<file path="config.mk">
export PLATFORM = sky130hd
export DESIGN_NAME = decode_stage_flat
export DESIGN_NICKNAME = d
export VERILOG_FILES = /design/src/rtl/decode_stage_if.sv /design/src/rtl/decode_stage.sv /design/src/flat_wrapper.sv
export SDC_FILE = /design/constraint.sdc
export NUM_CORES = 1
export LEC_CHECK = 0
export BUFFER_PORTS_ARGS = -buffer_cell sky130_fd_sc_hd__buf_2
export CORE_ASPECT_RATIO = 1.5
export CORE_UTILIZATION = 59
export CTS_BUF_LIST = sky130_fd_sc_hd__clkbuf_2 sky130_fd_sc_hd__clkbuf_4 sky130_fd_sc_hd__clkbuf_8
export DETAILED_ROUTE_END_ITERATION = 10
export GPL_TIMING_DRIVEN = 1
export PLACE_DENSITY = 0.88
export SLEW_MARGIN = 20
export SYNTH_ARGS = -nofsm -noshare
export SYNTH_HDL_FRONTEND = slang
export SYNTH_SLANG_ARGS = --single-unit
</file>
<file path="constraint.sdc">
create_clock -name i_clk -period 4.2 [get_ports i_clk]
set_input_delay 0.21 -clock i_clk [delete_from_list [all_inputs] [get_ports i_clk]]
set_output_delay 0.21 -clock i_clk [all_outputs]
set_load 0.01 [all_outputs]
</file>
<file path="src/rtl/decode_stage_if.sv">
// Handshake and sideband signals between fetch, decode and execute.
// The slave modport is the decode stage itself.
interface decode_stage_if #(
  parameter int NUM_REGS = 16,
  parameter int DATA_W   = 32
);
  localparam int RS_W = $clog2(NUM_REGS);

  logic              i_valid;
  logic              o_ready;
  logic [31:0]       i_ir;
  logic              o_valid;
  logic              i_ready;
  logic [7:0]        o_opcode;
  logic              o_re1;
  logic [RS_W-1:0]   o_rs1;
  logic              o_re2;
  logic [RS_W-1:0]   o_rs2;
  logic              o_we;
  logic [RS_W-1:0]   o_ws;
  logic [DATA_W-1:0] o_imm;
  logic              o_illegal;
  logic              i_wb_valid;
  logic [RS_W-1:0]   i_wb_sel;
  logic              i_flush;
  logic              o_stall;

  modport slave (
    input  i_valid, i_ir, i_ready, i_wb_valid, i_wb_sel, i_flush,
    output o_ready, o_valid, o_opcode, o_re1, o_rs1, o_re2, o_rs2,
           o_we, o_ws, o_imm, o_illegal, o_stall
  );

  modport master (
    output i_valid, i_ir, i_ready, i_wb_valid, i_wb_sel, i_flush,
    input  o_ready, o_valid, o_opcode, o_re1, o_rs1, o_re2, o_rs2,
           o_we, o_ws, o_imm, o_illegal, o_stall
  );
endinterface

</file>
<file path="src/rtl/decode_stage.sv">
// Registered, handshaked instruction decode stage with a register scoreboard
// that stalls fetch on RAW/WAW hazards against writes still in flight.
module decode_stage #(
  parameter int NUM_REGS   = 16,
  parameter int DATA_W     = 32,
  parameter bit IMM_SIGNED = 1'b1
) (
  input logic           i_clk,
  input logic           i_reset_n,
  decode_stage_if.slave bus
);
  localparam int RS_W = $clog2(NUM_REGS);

  typedef enum logic [7:0] {
    OP_NOP  = 8'h00,
    OP_LW   = 8'h01,
    OP_SW   = 8'h02,
    OP_ADD  = 8'h03,
    OP_SUB  = 8'h04,
    OP_ADDI = 8'h05
  } opcode_e;

  logic [RS_W-1:0]     rd, ra, fRs1, fRs2;
  logic [DATA_W-1:0]   immExt;
  logic                useImm;
  logic [7:0]          opcode_d, opcode_q;
  logic                re1_d, re1_q, re2_d, re2_q, we_d, we_q;
  logic                illegal_d, illegal_q;
  logic [RS_W-1:0]     rs1_d, rs1_q, rs2_d, rs2_q, ws_d, ws_q;
  logic [DATA_W-1:0]   imm_d, imm_q;
  logic                valid_q;
  logic [NUM_REGS-1:0] sb_d, sb_q;
  logic                outPending, hazard, slotFree, accept, handoff;

  assign rd     = bus.i_ir[20 +: RS_W];
  assign ra     = bus.i_ir[16 +: RS_W];
  assign fRs1   = bus.i_ir[4 +: RS_W];
  assign fRs2   = bus.i_ir[0 +: RS_W];
  assign immExt = IMM_SIGNED ? DATA_W'($signed(bus.i_ir[15:0]))
                             : DATA_W'(bus.i_ir[15:0]);

  always_comb begin
    opcode_d  = bus.i_ir[31:24];
    re1_d     = 1'b0;
    rs1_d     = '0;
    re2_d     = 1'b0;
    rs2_d     = '0;
    we_d      = 1'b0;
    ws_d      = '0;
    useImm    = 1'b0;
    illegal_d = 1'b0;
    case (opcode_e'(bus.i_ir[31:24]))
      OP_NOP: ;
      OP_LW: begin
        we_d   = 1'b1;
        ws_d   = rd;
        useImm = 1'b1;
      end
      OP_SW: begin
        re1_d  = 1'b1;
        rs1_d  = rd;
        useImm = 1'b1;
      end
      OP_ADD, OP_SUB: begin
        re1_d = 1'b1;
        rs1_d = fRs1;
        re2_d = 1'b1;
        rs2_d = fRs2;
        we_d  = 1'b1;
        ws_d  = rd;
      end
      OP_ADDI: begin
        re1_d  = 1'b1;
        rs1_d  = ra;
        we_d   = 1'b1;
        ws_d   = rd;
        useImm = 1'b1;
      end
      default: illegal_d = 1'b1;
    endcase
    imm_d = useImm ? immExt : '0;
  end

  // A register is busy while its write sits in the scoreboard or in our own output slot.
  assign outPending = valid_q & we_q;
  assign hazard =
      (re1_d & (sb_q[rs1_d] | (outPending & (ws_q == rs1_d)))) |
      (re2_d & (sb_q[rs2_d] | (outPending & (ws_q == rs2_d)))) |
      (we_d  & (sb_q[ws_d]  | (outPending & (ws_q == ws_d))));

  assign slotFree = ~valid_q | bus.i_ready;
  assign handoff  = valid_q & bus.i_ready;
  assign accept   = bus.i_valid & bus.o_ready;

  assign bus.o_ready = slotFree & ~hazard & ~bus.i_flush;
  assign bus.o_stall = bus.i_valid & slotFree & hazard & ~bus.i_flush;

  // The set is applied after the clear so a same-register set/clear keeps the bit.
  always_comb begin
    sb_d = sb_q;
    if (bus.i_wb_valid) sb_d[bus.i_wb_sel] = 1'b0;
    if (handoff && we_q) sb_d[ws_q] = 1'b1;
  end

  always_ff @(posedge i_clk or negedge i_reset_n) begin
    if (!i_reset_n) begin
      valid_q   <= 1'b0;
      sb_q      <= '0;
      opcode_q  <= '0;
      re1_q     <= 1'b0;
      rs1_q     <= '0;
      re2_q     <= 1'b0;
      rs2_q     <= '0;
      we_q      <= 1'b0;
      ws_q      <= '0;
      imm_q     <= '0;
      illegal_q <= 1'b0;
    end else if (bus.i_flush) begin
      valid_q <= 1'b0;
      sb_q    <= '0;
    end else begin
      sb_q <= sb_d;
      if (accept) begin
        valid_q   <= 1'b1;
        opcode_q  <= opcode_d;
        re1_q     <= re1_d;
        rs1_q     <= rs1_d;
        re2_q     <= re2_d;
        rs2_q     <= rs2_d;
        we_q      <= we_d;
        ws_q      <= ws_d;
        imm_q     <= imm_d;
        illegal_q <= illegal_d;
      end else if (handoff) begin
        valid_q <= 1'b0;
      end
    end
  end

  assign bus.o_valid   = valid_q;
  assign bus.o_opcode  = opcode_q;
  assign bus.o_re1     = re1_q;
  assign bus.o_rs1     = rs1_q;
  assign bus.o_re2     = re2_q;
  assign bus.o_rs2     = rs2_q;
  assign bus.o_we      = we_q;
  assign bus.o_ws      = ws_q;
  assign bus.o_imm     = imm_q;
  assign bus.o_illegal = illegal_q;
endmodule

</file>
<file path="src/flat_wrapper.sv">
// flat-port wrapper written by rule: the top's interface ports become plain ports
module decode_stage_flat 
#(
  parameter int NUM_REGS   = 16,
  parameter int DATA_W     = 32,
  parameter bit IMM_SIGNED = 1'b1
)
  (i_clk, i_reset_n, bus_i_valid, bus_i_ir, bus_i_ready, bus_i_wb_valid, bus_i_wb_sel, bus_i_flush, bus_o_ready, bus_o_valid, bus_o_opcode, bus_o_re1, bus_o_rs1, bus_o_re2, bus_o_rs2, bus_o_we, bus_o_ws, bus_o_imm, bus_o_illegal, bus_o_stall);
  decode_stage_if #(.NUM_REGS(NUM_REGS), .DATA_W(DATA_W)) bus_i ();
  input logic i_clk;
  input logic i_reset_n;
  input wire logic [$bits(bus_i.i_valid)-1:0] bus_i_valid;
  input wire logic [$bits(bus_i.i_ir)-1:0] bus_i_ir;
  input wire logic [$bits(bus_i.i_ready)-1:0] bus_i_ready;
  input wire logic [$bits(bus_i.i_wb_valid)-1:0] bus_i_wb_valid;
  input wire logic [$bits(bus_i.i_wb_sel)-1:0] bus_i_wb_sel;
  input wire logic [$bits(bus_i.i_flush)-1:0] bus_i_flush;
  output wire logic [$bits(bus_i.o_ready)-1:0] bus_o_ready;
  output wire logic [$bits(bus_i.o_valid)-1:0] bus_o_valid;
  output wire logic [$bits(bus_i.o_opcode)-1:0] bus_o_opcode;
  output wire logic [$bits(bus_i.o_re1)-1:0] bus_o_re1;
  output wire logic [$bits(bus_i.o_rs1)-1:0] bus_o_rs1;
  output wire logic [$bits(bus_i.o_re2)-1:0] bus_o_re2;
  output wire logic [$bits(bus_i.o_rs2)-1:0] bus_o_rs2;
  output wire logic [$bits(bus_i.o_we)-1:0] bus_o_we;
  output wire logic [$bits(bus_i.o_ws)-1:0] bus_o_ws;
  output wire logic [$bits(bus_i.o_imm)-1:0] bus_o_imm;
  output wire logic [$bits(bus_i.o_illegal)-1:0] bus_o_illegal;
  output wire logic [$bits(bus_i.o_stall)-1:0] bus_o_stall;
  assign bus_i.i_valid = bus_i_valid;
  assign bus_i.i_ir = bus_i_ir;
  assign bus_i.i_ready = bus_i_ready;
  assign bus_i.i_wb_valid = bus_i_wb_valid;
  assign bus_i.i_wb_sel = bus_i_wb_sel;
  assign bus_i.i_flush = bus_i_flush;
  assign bus_o_ready = bus_i.o_ready;
  assign bus_o_valid = bus_i.o_valid;
  assign bus_o_opcode = bus_i.o_opcode;
  assign bus_o_re1 = bus_i.o_re1;
  assign bus_o_rs1 = bus_i.o_rs1;
  assign bus_o_re2 = bus_i.o_re2;
  assign bus_o_rs2 = bus_i.o_rs2;
  assign bus_o_we = bus_i.o_we;
  assign bus_o_ws = bus_i.o_ws;
  assign bus_o_imm = bus_i.o_imm;
  assign bus_o_illegal = bus_i.o_illegal;
  assign bus_o_stall = bus_i.o_stall;
  decode_stage #(.NUM_REGS(NUM_REGS), .DATA_W(DATA_W), .IMM_SIGNED(IMM_SIGNED)) u_core (.i_clk(i_clk), .i_reset_n(i_reset_n), .bus(bus_i));
endmodule
</file>
Word-level counts from Yosys, hierarchy flattened

Cells that the tools add are included.

Memories: 0
Bits in latches: 0
Bits of input ports: 42
RAM bits: 0
ROM bits: 0
Logic and storage cells: 88
Bits in registers: 73
Output and inout bits: 59

Add/subtract/negate cells: 0
Bitwise gates (word level): 26
Shift-type cells: 0
Order comparisons: 7
Equal/unequal tests: 8
Reductions and logical operators: 11
Muxes and demuxes: 25
Div/mod/pow operators: 0
Multipliers: 0

Operator list:

| operator             | count |
|---|---|
| $mux W16             | 3 |
| $mux W32             | 1 |
| $lt A4 B5 Y1 const B | 5 |
| $and A16 B16 Y16     | 1 |
| $eq A8 B2 Y1 const B | 2 |
| $eq A8 B3 Y1 const B | 2 |
| $not A16 Y16         | 1 |
| $or A16 B16 Y16      | 1 |
| $and A1 B1 Y1        | 14 |
| $mux W1              | 13 |
| $bmux W1 S4          | 3 |
| $eq A4 B4 Y1         | 3 |
| $pmux W4 S3          | 1 |
| $demux W1 S4         | 2 |
| $eq A8 B1 Y1 const B | 1 |
| $ge A4 B1 Y1 const B | 2 |
| $logic_not A8 Y1     | 1 |
| $mux W4              | 2 |
| $reduce_or A4 Y1     | 2 |
| $or A1 B1 Y1         | 6 |
| $reduce_or A6 Y1     | 1 |
| $logic_and A1 B1 Y1  | 3 |
| $not A1 Y1           | 3 |
| $reduce_bool A3 Y1   | 1 |
| 3 further kinds      | 3 |

Depth between registers and ports, before layout

Gate-level depths: netlist (run 1).

Word-level depth: 15
Depth in mapped cells: 11
Depth with buffers taken out: 8

Worst setup path after synthesis (run 1)

Ideal clock, no wire load.

Path kind: in2out
Start: in bus_i_ir[27]
End: out bus_o_ready
Arrival: 2362 ps
Data required time: 3990 ps
Stages on the path: 10
Path slack: 1628 ps
Path buffers: 2
Cell sequence: or3_1 buf_2 a211oi_4 buf_6 nand3_1 o2111a_1 o41ai_2 nand2_2 nor4b_1 and2_1

Cells in the longest elaborated chain, start to end: 12
Elaborated cells between the ends (all ways): 37
Classes of those cells: eq/ne (8); mux (12); bitwise (14); reduce/logical (3)

RTL lines:

| item                                                        | RTL line                               | source |
|---|---|---|
| start, declared                                             | flat_wrapper.sv:13                     | `input wire logic [$bits(bus_i.i_ir)-1:0] bus_i_ir;` |
| $eq A8 B2 Y1 / $eq A8 B3 Y1 (equally long branches)         | decode_stage.sv:52                     | `case (opcode_e'(bus.i_ir[31:24]))` |
| $reduce_or A2 Y1                                            | --                                     |  |
| $pmux W4 S3 / $mux W4 (equally long branches)               | decode_stage.sv:52                     |  |
| $bmux W1 S4, or another cell as far along                   | decode_stage.sv:87                     | `(re1_d & (sb_q[rs1_d] \| (outPending & (ws_q == rs1_d)))) \|` |
| $mux W1 (implied by the code), or another cell as far along | decode_stage.sv:87                     |  |
| $or A1 B1 Y1 (on tied branches)                             | decode_stage.sv:87, decode_stage.sv:88 |  |
| $and A1 B1 Y1 (on tied branches)                            | decode_stage.sv:87, decode_stage.sv:88 |  |
| $or A1 B1 Y1                                                | decode_stage.sv:87                     |  |
| $or A1 B1 Y1 *                                              | decode_stage.sv:88                     | `(re2_d & (sb_q[rs2_d] \| (outPending & (ws_q == rs2_d)))) \|` |
| $not A1 Y1 *                                                | decode_stage.sv:95                     | `assign bus.o_ready = slotFree & ~hazard & ~bus.i_flush;` |
| $and A1 B1 Y1 * (2 in series)                               | decode_stage.sv:95                     |  |
| end, declared                                               | flat_wrapper.sv:18                     | `output wire logic [$bits(bus_i.o_ready)-1:0] bus_o_ready;` |

Every way passes the cells marked *; elsewhere a longest branch is shown, timed or not. The select of a mux whose other input is x is not followed.

Worst setup path in the final report (run 1)

Start: in bus_i_ir[24]
End: out bus_o_ready

The elaborated chain is that of the path after synthesis.

==> results.json, run 1 <==
{
  "place_ws_ns": 0.767,
  "worst_setup_path_end_kind": "output pin",
  "drt-total-wl_mm": 10.2,
  "power_density_mw_per_mm2": 303,
  "crit_path_max_fanout": 15,
  "die_w_um": 67.9,
  "num_antenna_cells": 0,
  "final_hold_viol_count": 3,
  "dp.cells": 544,
  "clock_latency_ns": 0.35,
  "p_switching_uw": 350,
  "std_cell_rows": 35,
  "drt-wirelength-per-cell_um": 18.3,
  "start_kind": "primary input",
  "fp.dieH_um": 101,
  "grt_max_degree": 58,
  "fin_crit_sh_pct": 79.5,
  "synth.avg_cell_area_um2": 9.46,
  "io_pins": 101,
  "status": "finished with violations",
  "synthCells": 406,
  "finalMaxSlewViolations": 0,
  "ys_top_cells_by_area": "dfrtp_1 (37%), mux2i_1 (10%), mux2_4 (5.9%)",
  "max_stage_delay_ns": 0.56,
  "pwr-share-clk_pct": 42.3,
  "crit_slowest_cell": "a211oi_4",
  "grt_pass1_wl_mm": 16.3,
  "fillers": 457,
  "p_int_uw": 987,
  "p_comb_share_pct": 14.3,
  "yosys-top-cells-count": "dfrtp_1 (57), nand2_1 (51), mux2i_1 (39), inv_1 (34), o21ai_0 (24)",
  "area_delta_synth_final_pct": 14.8,
  "core_area_mm2": 0.00622,
  "dp_hpwl_mm": 7.61,
  "syn_area_mm2": 0.00384,
  "via_per_inst": 6.08,
  "fmax_mhz": 299,
  "drt_iter0_markers": 234,
  "cap_violations": 0,
  "drive_gt1_share_pct": 32.1,
  "grt_pass1_vias": 3426,
  "max-slew-margin-rel_pct": 24.2,
  "ir_drop_mv": 0.245,
  "cts.path.max_buffers": 2,
  "io_buffers": 100,
  "gp_congestion": 1.02,
  "critPathRequiredTime_ns": 3.99,
  "cts.repair.resized": 0,
  "synth_top_area_share_pct": 37.1,
  "final_nets": 523,
  "setup_viol": 0,
  "synth_top_area_cell": "dfrtp_1",
  "hold_buffers": 0,
  "rsz0062_at_grt": "false",
  "fin_setup_tns_ns": 0,
  "drtAntennaViolNets": 0,
  "p_sw_share_pct": 26.2,
  "cp_common_cell": "buf_2",
  "hold_path.class": "primary input to asynchronous set/reset pin",
  "netlist-cell-type-count": 64,
  "cts_buffers": 9,
  "grt_overflow": 0,
  "synth_ff_type": "dfrtp_1",
  "drt_first_pass_iters": 4,
  "synth.most_common_cell": "dfrtp_1",
  "async_flop_share_pct": 100,
  "post_cts_buffers": 0,
  "fin_crit_ns": 3.34,
  "synth-seq-area-share_pct": 37.1,
  "dieArea_mm2": 0.00685,
  "finClkSkew_ns": 0.00959,
  "cp_cell_sequence": "buf_2, or3b_4, a211oi_4, a2111oi_0, o41ai_2, nand2_2, nor4b_1, and2_1, buf_2",
  "fin_ws_ns": 0.860,
  "synth-seq-cells": 57,
  "p_leak_uw": 0.00204,
  "clock_sinks": 57,
  "clockRootBuffer": "clkbuf_8",
  "remaining_drc_errors": 0,
  "antenna_found_initial": 0,
  "stdcell_count": 560,
  "pwr-share-seq_pct": 43.4,
  "synth_edf_count": 0,
  "grt_usage_pct": 32.7,
  "path_clk_slew_ns": 0.07,
  "hold_ws_ns": -0.00135,
  "violations": "hold timing",
  "tightest_slew_ns": 1.13,
  "vias": 3407,
  "htreeDepth": 3,
  "synth_nets": 448,
  "start_util_pct": 61.8,
  "cts_tree": "yes",
  "critical_path_class": "primary input to output pin",
  "ys_warn_count": 0,
  "total_power_uw": 1340,
  "arrival_ns": 3.13
}
-- layout by cell type (no fill, tap or decap), drive strengths merged, types with 3 or more instances in the layout --
master,netlist,final
o22ai,5,5
o31ai,3,3
nand2,52,52
mux4,3,3
inv,34,34
xnor2,7,7
nand3,10,10
clkinv,0,3
a211o,3,3
dfrtp,57,57
mux2,18,18
clkbuf,11,10
a221oi,3,3
and2,3,3
nand3b,5,5
o21ai,24,24
nand2b,11,11
or2,5,5
nor2,21,21
a21oi,20,20
buf,27,102
mux2i,39,39
a211oi,7,7
-- metrics by stage --
stage          area, µm²  hold WS [ns]  utilization, %
6_report            4410      -0.00135            70.9
5_1_grt             4410        0.0589            70.9
4_1_cts             4410        0.0152            70.9
3_5_place_dp        4200         0.390            67.5
3_3_place_gp        4200         0.388            67.5
2_1_floorplan       3840       -0.0856               -
-- worst paths after layout --
path	start	end	slack, ns	cells past startpoint
max	bus_i_ir[24]	bus_o_ready	0.86	9
min in group i_clk	bus_i_ir[15]	u_core.bus.o_imm[30]	0.09	3
min	i_reset_n	u_core.bus.o_opcode[6]	-0.001	2
max reg2reg	u_core.bus.o_ws[3]	u_core.bus.o_imm[2]	1.20	9
min reg2reg	u_core.bus.o_rs1[0]	u_core.bus.o_rs1[0]	0.51	1
max in group asynchronous	i_reset_n	u_core.sb_q[0]	3.73	2
-- power groups by stage --
stage / sequential [µW] / clock [µW] / combinational (µW)
2_1_floorplan: 596 / 0 / 112
3_3_place_gp: 589 / 0 / 185
3_5_place_dp: 590 / 0 / 190
4_1_cts: 581 / 571 / 191
5_1_grt: 582 / 593 / 208
6_report: 580 / 565 / 191
-- final cells by class --
| class | count | area, µm² | area share (%) |
|---|---|---|---|
| multi-input cells | 277 | 2020 | 45.8 |
| repair buffers | 102 | 528 | 12.0 |
| flip-flops and latches | 57 | 1430 | 32.3 |
| inverters | 34 | 128 | 2.89 |
| clock inverters | 6 | 82.6 | 1.87 |
| well taps | 74 | 92.6 | 2.10 |
| clock buffers | 10 | 131 | 2.98 |
-- layer usage --
layer / share of wire (%) / global-route usage (%)
met2: 50 / 52.1
met5: 0 / 0
met1: 37 / 36.8
met3: 6.9 / 8.82
met4: 6.3 / 23.1
-- kinds of logic (layout without fill, tap and decap cells) --
group / count (synthesis) / in the layout / synth area share [%]
AOI/OAI and AO/OA: 86 / 86 / 15.9
xor gates and xnor gates: 8 / 8 / 1.82
buffers and inverters: 72 / 152 / 10.3
DFF: 57 / 57 / 37.1
muxes: 60 / 60 / 18.7
and+or+nand+nor: 123 / 123 / 16.2
-- worst max-delay path, delay by kind of cell --
kind | cells | cell delay (ns)
AOI/OAI and AO/OA | 3 | 1.25
buffers and inverters | 2 | 0.33
and+or+nand+nor | 4 | 1.32
-- registers in the layout (all words and copies together), names as in the netlist --
name                  flops
u_core.bus.o_imm         16
u_core.sb_q              16
u_core.bus.o_opcode       8
u_core.bus.o_rs1          4
u_core.bus.o_rs2          4
u_core.bus.o_ws           4
u_core.bus.o_illegal      1
u_core.bus.o_re1          1
u_core.bus.o_re2          1
u_core.bus.o_valid        1
u_core.bus.o_we           1
No activity file was read; power rests on OpenSTA's default activity.
==> run 2: changes to the inputs <==
--- a/config.mk
+++ b/config.mk
@@ -7,11 +7,11 @@
 export LEC_CHECK = 0
 export BUFFER_PORTS_ARGS = -buffer_cell sky130_fd_sc_hd__buf_2
 export CORE_ASPECT_RATIO = 1.5
-export CORE_UTILIZATION = 59
+export CORE_UTILIZATION = 55
 export CTS_BUF_LIST = sky130_fd_sc_hd__clkbuf_2 sky130_fd_sc_hd__clkbuf_4 sky130_fd_sc_hd__clkbuf_8
 export DETAILED_ROUTE_END_ITERATION = 10
 export GPL_TIMING_DRIVEN = 1
-export PLACE_DENSITY = 0.88
+export PLACE_DENSITY = 0.83
 export SLEW_MARGIN = 20
 export SYNTH_ARGS = -nofsm -noshare
 export SYNTH_HDL_FRONTEND = slang
==> constraint.sdc (replaced) <==
create_clock -name i_clk -period 3.5 [get_ports i_clk]
set_input_delay 0.175 -clock i_clk [delete_from_list [all_inputs] [get_ports i_clk]]
set_output_delay 0.175 -clock i_clk [all_outputs]
set_load 0.01 [all_outputs]
==> run 2 against run 1 <==
  * The run now ends clean
  * First-iteration DRC count down 4.7%
  * Highest routed layer unchanged
  * Clock power up 10%
  * Worst setup slack worse by 0.50 ns
  * Cell count up 1.3%
  * Via count down 1.1%
==> results.json, run 2 (synthesis gave the netlist of run 1 again) <==
{
  "finalMaxSlewViolations": 0,
  "drive_gt1_share_pct": 32.3,
  "cts_buffers": 9,
  "fp.dieH_um": 104,
  "clock_sinks": 57,
  "remaining_drc_errors": 0,
  "clock_latency_ns": 0.34,
  "rsz0062_at_grt": "false",
  "final_hold_viol_count": 0,
  "drt_first_pass_iters": 5,
  "num_antenna_cells": 0,
  "finClkSkew_ns": 0.00772,
  "path_clk_slew_ns": 0.06,
  "final_common_cell": "buf_2",
  "cap_violations": 0,
  "grt_pass1_vias": 3266,
  "critical_path_class": "primary input to output pin",
  "cts.path.max_buffers": 2,
  "clockRootBuffer": "clkbuf_8",
  "worst_setup_path_end_kind": "output pin",
  "arrival_ns": 2.97,
  "core_area_mm2": 0.00681,
  "io_buffers": 100,
  "area_delta_synth_final_pct": 15.3,
  "cts.repair.resized": 0,
  "dp_hpwl_mm": 7.63,
  "via_per_inst": 5.94,
  "layout_common_cells": "buf_2 (100), dfrtp_1 (57), nand2_1 (51)",
  "grt_overflow": 0,
  "drt-wirelength-per-cell_um": 17.7,
  "dieArea_mm2": 0.00733,
  "grt_usage_pct": 28.6,
  "htreeDepth": 3,
  "gp_congestion": 0.953,
  "setup_viol": 0,
  "status": "finished clean",
  "final_core_util_pct": 65.1,
  "fin_crit_sh_pct": 89.8,
  "die_w_um": 70.2,
  "tightest_slew_ns": 0.665,
  "critPathRequiredTime_ns": 3.32,
  "power_density_mw_per_mm2": 350,
  "hold_ws_ns": 0.0686,
  "drt-total-wl_mm": 10.0,
  "cts_tree": "yes",
  "io_pins": 101,
  "fmax_mhz": 318,
  "antenna_found_initial": 0,
  "grt_max_degree": 32,
  "hold_path.class": "primary input to register",
  "final_nets": 527,
  "p_leak_uw": 0.00206,
  "max-slew-margin-rel_pct": 55.7,
  "start_kind": "primary input",
  "crit_path_max_fanout": 15,
  "drtAntennaViolNets": 0,
  "fin_crit_ns": 3.14,
  "drt_iter0_markers": 223,
  "grt_pass1_wl_mm": 16.2,
  "fin_setup_tns_ns": 0,
  "ir_drop_mv": 0.243,
  "vias": 3370,
  "start_util_pct": 56.5,
  "std_cell_rows": 37
}
[run 2: stage by stage]
step | instances | power (µW) | setup WS [ns] | area [µm²]
3_5_place_dp | 551 | 937 | 0.344 | 4220
6_report | 567 | 1550 | 0.355 | 4430
3_3_place_gp | 551 | 931 | 0.390 | 4220
4_1_cts | 567 | 1560 | 0.337 | 4430
5_1_grt | 567 | 1610 | 0.112 | 4430
2_1_floorplan | 406 | 849 | 0.975 | 3840
[run 2: report_power, final]
group	internal (µW)	switching, µW	total, µW
logic	102	127	229
registers	680	16.8	697
clock network	369	255	624
[run 2: final timing paths]
| check | endpoint | startpoint | depth (start not counted) | slack [ns] |
|---|---|---|---|---|
| min in group asynchronous | u_core.bus.o_imm[11] | i_reset_n | 2 | 0.40 |
| max in group asynchronous | u_core.sb_q[6] | i_reset_n | 3 | 2.28 |
| worst min register to register | u_core.bus.o_opcode[5] | u_core.bus.o_opcode[5] | 1 | 0.51 |
| worst min-delay path | u_core.bus.o_imm[30] | bus_i_ir[15] | 3 | 0.07 |
| worst max-delay path | bus_o_ready | bus_i_ir[24] | 9 | 0.36 |
| worst max register to register | u_core.bus.o_we | u_core.bus.o_ws[3] | 10 | 0.84 |
[run 2: final cells by class]
type | count | area [µm²]
multi-input cells | 277 | 2020
inverters | 34 | 128
fillers | 565 | 2370
flip-flops and latches | 57 | 1430
clock buffers | 12 | 159
clock inverters | 3 | 40.0
well taps | 78 | 97.6
repair buffers | 106 | 561
[run 2: layer usage]
metal	global-route usage, %	vias to the layer above	part of all wire [%]
li1	-	1563	-
met4	17.9	0	4.1
met1	34.0	1626	39
met3	5.81	28	5.7
met2	46.7	153	51
met5	0	-	0
[run 2: what timing repair did]
item,CTS,global route
buffers inserted,0,0
hold buffers,1,0
hold endpoints to repair,29,0
[run 2: critical path: stages]
cell       delay [ns]
buf_2            0.20
or3b_4           0.43
a211oi_4         0.54
a2111oi_0        0.26
o41ai_2          0.47
nand2_2          0.18
nor4b_1          0.40
and2_1           0.18
buf_2            0.12
